<file path="src/rtl/div_pkg.sv">
`default_nettype none
// ============================================================================
//  Module      : div_pkg
//  Description : Shared widths and FSM state encoding for the divider scheduler.
//  Revision    : 1.0 - initial release
// ============================================================================
package div_pkg;

    localparam int ARG_BIT_WIDTH = 32;
    localparam int PRECISION     = 64;
    localparam int RESULT_W      = ARG_BIT_WIDTH + PRECISION;

    typedef enum logic [1:0] {
        IDLE = 2'd0,
        BUSY = 2'd1,
        RESP = 2'd2
    } state_t;

endpackage
`default_nettype wire

</file>
<file path="src/rtl/rr_arbiter.sv">
`default_nettype none
// ============================================================================
//  Module      : rr_arbiter
//  Description : Combinational round-robin grant; search starts at ptr and
//                wraps, producing a one-hot (or zero) grant vector.
//  Revision    : 1.0 - initial release
// ============================================================================
module rr_arbiter #(
    parameter int NUM_REQ = 4,
    parameter int ID_W    = $clog2(NUM_REQ)
) (
    input  logic [NUM_REQ-1:0] req,
    input  logic [ID_W-1:0]    ptr,
    output logic [NUM_REQ-1:0] grant
);

    localparam logic [ID_W:0] c_num_req = (ID_W + 1)'(NUM_REQ);

    logic [ID_W:0]   w_pos;
    logic [ID_W-1:0] w_idx;
    logic            w_found;

    always_comb begin
        grant   = '0;
        w_found = 1'b0;
        w_pos   = '0;
        w_idx   = '0;
        for (int i = 0; i < NUM_REQ; i++) begin
            // Extra bit keeps ptr+i from overflowing before the modulo wrap.
            w_pos = {1'b0, ptr} + (ID_W + 1)'(i);
            if (w_pos >= c_num_req) begin
                w_pos = w_pos - c_num_req;
            end
            w_idx = w_pos[ID_W-1:0];
            if (!w_found && req[w_idx]) begin
                grant[w_idx] = 1'b1;
                w_found      = 1'b1;
            end
        end
    end

endmodule
`default_nettype wire

</file>
<file path="src/rtl/div_scheduler.sv">
`default_nettype none
// ============================================================================
//  Module      : div_scheduler
//  Description : Shares one external divider among NUM_REQ requesters with a
//                round-robin grant and a single outstanding transaction.
//  Revision    : 1.0 - initial release
// ============================================================================
module div_scheduler
    import div_pkg::*;
#(
    parameter int NUM_REQ     = 4,
    parameter int DIV_LATENCY = 2
) (
    input  logic                             clk,
    input  logic                             rst,
    input  logic [NUM_REQ-1:0]               req_valid,
    output logic [NUM_REQ-1:0]               req_ready,
    input  logic [NUM_REQ*ARG_BIT_WIDTH-1:0] req_a,
    input  logic [NUM_REQ*ARG_BIT_WIDTH-1:0] req_b,
    output logic                             rsp_valid,
    input  logic                             rsp_ready,
    output logic [$clog2(NUM_REQ)-1:0]       rsp_id,
    output logic [RESULT_W-1:0]              rsp_result,
    output logic                             rsp_dz,
    output logic [ARG_BIT_WIDTH-1:0]         div_a,
    output logic [ARG_BIT_WIDTH-1:0]         div_b,
    input  logic [RESULT_W-1:0]              div_result,
    input  logic                             div_dz
);

    localparam int             ID_W       = $clog2(NUM_REQ);
    localparam logic [3:0]     c_lat_load = 4'(DIV_LATENCY - 1);
    localparam logic [ID_W-1:0] c_last_id = ID_W'(NUM_REQ - 1);

    state_t                   r_state;
    state_t                   w_state_nxt;
    logic [ID_W-1:0]          r_rr_ptr;
    logic [ID_W-1:0]          r_tag;
    logic [3:0]               r_count;
    logic [ARG_BIT_WIDTH-1:0] r_op_a;
    logic [ARG_BIT_WIDTH-1:0] r_op_b;
    logic [RESULT_W-1:0]      r_result;
    logic                     r_dz;

    logic [NUM_REQ-1:0]       w_grant;
    logic [ID_W-1:0]          w_grant_id;
    logic [ID_W-1:0]          w_ptr_nxt;
    logic [ARG_BIT_WIDTH-1:0] w_sel_a;
    logic [ARG_BIT_WIDTH-1:0] w_sel_b;
    logic                     w_accept;
    logic                     w_div_zero;
    logic                     w_div_done;

    rr_arbiter #(
        .NUM_REQ (NUM_REQ),
        .ID_W    (ID_W)
    ) u_rr_arbiter (
        .req   (req_valid),
        .ptr   (r_rr_ptr),
        .grant (w_grant)
    );

    always_comb begin
        w_sel_a    = '0;
        w_sel_b    = '0;
        w_grant_id = '0;
        for (int i = 0; i < NUM_REQ; i++) begin
            if (w_grant[i]) begin
                w_sel_a    = req_a[i*ARG_BIT_WIDTH +: ARG_BIT_WIDTH];
                w_sel_b    = req_b[i*ARG_BIT_WIDTH +: ARG_BIT_WIDTH];
                w_grant_id = ID_W'(i);
            end
        end
    end

    always_comb begin
        w_ptr_nxt = (w_grant_id == c_last_id) ? '0 : w_grant_id + ID_W'(1);
    end

    // rst gates the grant directly so no accept can leak while reset is held.
    assign req_ready  = (r_state == IDLE && !rst) ? w_grant : '0;
    assign w_accept   = |(req_valid & req_ready);
    assign w_div_zero = (w_sel_b == '0);
    assign w_div_done = (r_count == 4'd0);

    assign rsp_valid  = (r_state == RESP);
    assign rsp_id     = r_tag;
    assign rsp_result = r_result;
    assign rsp_dz     = r_dz;
    assign div_a      = r_op_a;
    assign div_b      = r_op_b;

    always_comb begin
        w_state_nxt = r_state;
        case (r_state)
            IDLE: begin
                if (w_accept) begin
                    w_state_nxt = w_div_zero ? RESP : BUSY;
                end
            end
            BUSY: begin
                if (w_div_done) begin
                    w_state_nxt = RESP;
                end
            end
            RESP: begin
                if (rsp_ready) begin
                    w_state_nxt = IDLE;
                end
            end
            default: w_state_nxt = IDLE;
        endcase
    end

    always_ff @(posedge clk or posedge rst) begin
        if (rst) begin
            r_state <= IDLE;
        end else begin
            r_state <= w_state_nxt;
        end
    end

    always_ff @(posedge clk or posedge rst) begin
        if (rst) begin
            r_rr_ptr <= '0;
            r_tag    <= '0;
            r_count  <= '0;
            r_op_a   <= '0;
            r_op_b   <= '0;
            r_result <= '0;
            r_dz     <= 1'b0;
        end else begin
            case (r_state)
                IDLE: begin
                    if (w_accept) begin
                        r_op_a   <= w_sel_a;
                        r_op_b   <= w_sel_b;
                        r_tag    <= w_grant_id;
                        r_rr_ptr <= w_ptr_nxt;
                        // A zero divisor never reaches the divider; answer at once.
                        if (w_div_zero) begin
                            r_result <= '0;
                            r_dz     <= 1'b1;
                            r_count  <= 4'd0;
                        end else begin
                            r_count  <= c_lat_load;
                        end
                    end
                end
                BUSY: begin
                    if (w_div_done) begin
                        r_result <= div_result;
                        r_dz     <= div_dz;
                    end else begin
                        r_count  <= r_count - 4'd1;
                    end
                end
                default: begin
                end
            endcase
        end
    end

endmodule
`default_nettype wire

</file>
<file path="config.mk">
export PLATFORM = sky130hd
export DESIGN_NAME = div_scheduler
export DESIGN_NICKNAME = d
export VERILOG_FILES = /design/src/rtl/div_pkg.sv /design/src/rtl/rr_arbiter.sv /design/src/rtl/div_scheduler.sv
export SDC_FILE = /design/constraint.sdc
export NUM_CORES = 1
export LEC_CHECK = 0
export CAP_MARGIN = 0
export CORE_AREA = 2 2 202 204
export CTS_BUF_LIST = sky130_fd_sc_hd__clkbuf_2
export CTS_CLUSTER_DIAMETER = 120
export DETAILED_ROUTE_END_ITERATION = 8
export DIE_AREA = 0 0 204 206
export PLACE_DENSITY = 0.54
export REMOVE_ABC_BUFFERS = 1
export SYNTH_ARGS = -nofsm -noshare
export SYNTH_HDL_FRONTEND = slang
export SYNTH_SLANG_ARGS = --single-unit
</file>
<file path="constraint.sdc">
create_clock -name clk -period 6.7 [get_ports clk]
set_clock_uncertainty 0.05 [all_clocks]
set_input_delay 0.67 -clock clk [delete_from_list [all_inputs] [get_ports clk]]
set_output_delay 0.67 -clock clk [all_outputs]
set_load 0.01 [all_outputs]
</file>
==> reports/metrics.cfg <==
[status]
outcome = complete, no violations

[timing]
fmax_mhz = 179.4
hold_viol = 0
worst_hold_slack_ns = 0.3598
finalSetupViolCount = 0
relSlewSlack = 0.3497
period_minus_slack_ns = 5.574
tightest_slew_ns = 0.9755
fin_crit_sh = 0.8320
rsz0062_at_grt = no
slew_violations = 0
fin_setup_tns_ns = 0

[place]
place_congestion = 0.8410
place_hpwl_mm = 31.93
io_buffer_count = 527
dp.cells = 2126

[detailed_routing]
drt_first_pass_iters = 5
top_layer = met4
ant_nets = 0
drt_iter0_markers = 908
routed-wl-met2_mm = 22.02
met3_length_mm = 3.370
num_vias = 11077
met1Wirelength_mm = 18.75
wl_per_cell_um = 20.79
viasPerCell = 5.114
drc = 0
routed_wl_mm = 45.02

[power_and_ir_drop]
p_sw_frac = 0.4805
switchingPower_mw = 4.045
power.share.sequential = 0.237
internal-power_mw = 4.374
clkPwrFrac = 0.074
ir_drop_v = 0.0002786
power.total_mw = 8.419
p_leak_nw = 6.314
combPwrFrac = 0.689
powerDensity_mw_per_mm2 = 515.8

[floorplan]
die_w_um = 204
die_y_um = 206
coreArea_mm2 = 0.04018
ioPinCount = 528
rows = 74
initial_core_util = 0.2578
dieArea_mm2 = 0.04202

[yosys]
syn_area_per_cell_um2 = 8.869
ys_seq_elements = 171
syn_area_mm2 = 0.01036
postSynthCellCount = 1168
synth_edf_count = 0
yosysWarnings = 0
synth-main-ff-cell = dfrtp_1
ys_top_cells_by_area = dfrtp_1 (41%), a22o_1 (8.2%), a22oi_1 (7.1%)
async_reset_ff_frac = 1.000
yosys.area.top_type = dfrtp_1
synth_cell_types = 54
yosysSeqAreaShare = 0.4131
synth_top_cell_area_share = 0.4131

[grt]
grt_pass1_vias = 10905
overflow = 0
grt_pass1_wl_mm = 65.96
antenna_found_initial = 8
grt_max_degree = 125
track_usage = 0.2048

[critical_path]
worstSetupEndpointType = output port
reg2reg_depth = 13
setup.worst_path.start_class = register
cp_data_arrival_time_ns = 4.85
cp.required_ns = 5.98
crit_fanout = 21
worstSetupPathType = reg -> out

[job]
drv_cap = 0

[clock_network]
cts_root_buf = clkbuf_2
cts_max_path_buffers = 2
cts_tree = done
cts.sinks = 171
cts_setup_buffers = 0
cts_buffers = 17
clk_latency_ns = 0.82
ctsHoldBuffers = 0
path_clk_slew_ns = 0.29
cts-resized-gates = 0
htreeDepth = 4

[cells_and_area]
fin_nets = 1980
fin_cells = 2166
drive_gt1_frac = 0.04859
syn2layout_area_growth_pct = 57.56
fin_util = 0.4062

[min_path]
min-delay-path-class = in -> async

-- layer usage --
layer | global-route usage | up-vias
met5 | 0 | -
met1 | 0.2534 | 5321
li1 | - | 5301
met2 | 0.3454 | 419
met4 | 0.06315 | 0
met3 | 0.05787 | 36
-- critical path, stage by stage, from the launching register on --
cell and delay, ns:
dfrtp_1 0.64, inv_1 0.12, ha_1 0.35, mux4_2 0.57
or4_1 0.60, and2_1 0.44, buf_4 0.35, nor2_1 0.30
clkdlybuf4s50_1 0.65
-- per-stage QoR --
stage	worst slack (ns)	instance area [um^2]
floorplan	-2.189	9881
finish	1.126	16320
CTS	0.9577	16300
global placement	1.410	16040
detailed placement	1.200	16040
global route	0.7705	16320
-- cells in the mapped netlist, types with 7 or more instances --
| library cell | number |
|---|---|
| a22oi_1 | 98 |
| ha_1 | 7 |
| and2_1 | 8 |
| a22o_1 | 97 |
| nor3_1 | 33 |
| nor2_1 | 76 |
| buf_2 | 10 |
| dfrtp_1 | 171 |
| nand2b_1 | 103 |
| clkbuf_1 | 99 |
| o21ai_1 | 20 |
| o31ai_1 | 9 |
| a221oi_1 | 49 |
| a2111oi_0 | 7 |
| mux2_2 | 8 |
| o21ai_0 | 132 |
| nand2_1 | 72 |
| nand4_1 | 7 |
| and4_1 | 7 |
| a21boi_0 | 7 |
| a21oi_1 | 50 |
| buf_1 | 7 |
| inv_1 | 14 |
| nor4_1 | 8 |
-- final cells by class --
class	count	area, um^2
Tap cell	532	665.6
Multi-Input combinational cell	864	5595
Clock inverter	15	172.7
Fill cell	4126	23860
Antenna cell	8	20.02
Sequential cell	171	4287
Inverter	14	60.06
Timing Repair Buffer	545	5435
Clock buffer	17	85.08
-- cells in the final DEF, fill, tap and decap left out, types with 17 or more instances in the layout --
cell type	count
clkdlybuf4s50_1	527
dfrtp_1	169
o21ai_0	132
nand2b_1	103
a22oi_1	98
a22o_1	97
nor2_1	73
nand2_1	70
a21oi_1	50
a221oi_1	49
nor3_1	33
o21ai_1	20
clkbuf_2	17
-- power groups by stage --
stage	clock network, mW	logic [mW]	registers [mW]
detailed placement	0	5.85	2.02
finish	0.622	5.80	2.00
floorplan	0	3.16	2.24
global route	0.706	6.38	2.08
CTS	0.664	5.86	2.00
global placement	0	5.77	2.00
-- cells by family after synthesis --
| logic type | share of synthesized area |
|---|---|
| buffers and inverters | 0.05121 |
| muxes | 0.01739 |
| xor gates and xnor gates | 0.0008457 |
| adders and majority gates | 0.008455 |
| DFF | 0.4131 |
| and+or+nand+nor | 0.1648 |
| AOI/OAI and AO/OA | 0.3442 |
-- state kept, by name (all words and copies together), names as in the netlist --
register    count
rsp_dz          1
r_state         2
div_b          32
r_count         4
div_a          32
rsp_result     96
rsp_id          2
r_rr_ptr        2
-- final timing paths --
kind | startpoint | to | slack (ns)
worst max-delay path | r_rr_ptr[0]$_DFFE_PP0P_ | req_ready[3] | 1.13
worst min-delay path | rst | div_a[19]$_DFFE_PP0P_ | 0.36
worst max register to register | r_rr_ptr[0]$_DFFE_PP0P_ | rsp_result[41]$_DFFE_PP0P_ | 1.26
worst min register to register | div_a[16]$_DFFE_PP0P_ | div_a[16]$_DFFE_PP0P_ | 0.46
max in group asynchronous | rst | r_state[0]$_DFFE_PP0P_ | 4.87
min in group clk | req_a[101] | div_a[5]$_DFFE_PP0P_ | 0.38
(Power assumes the default switching activity.)
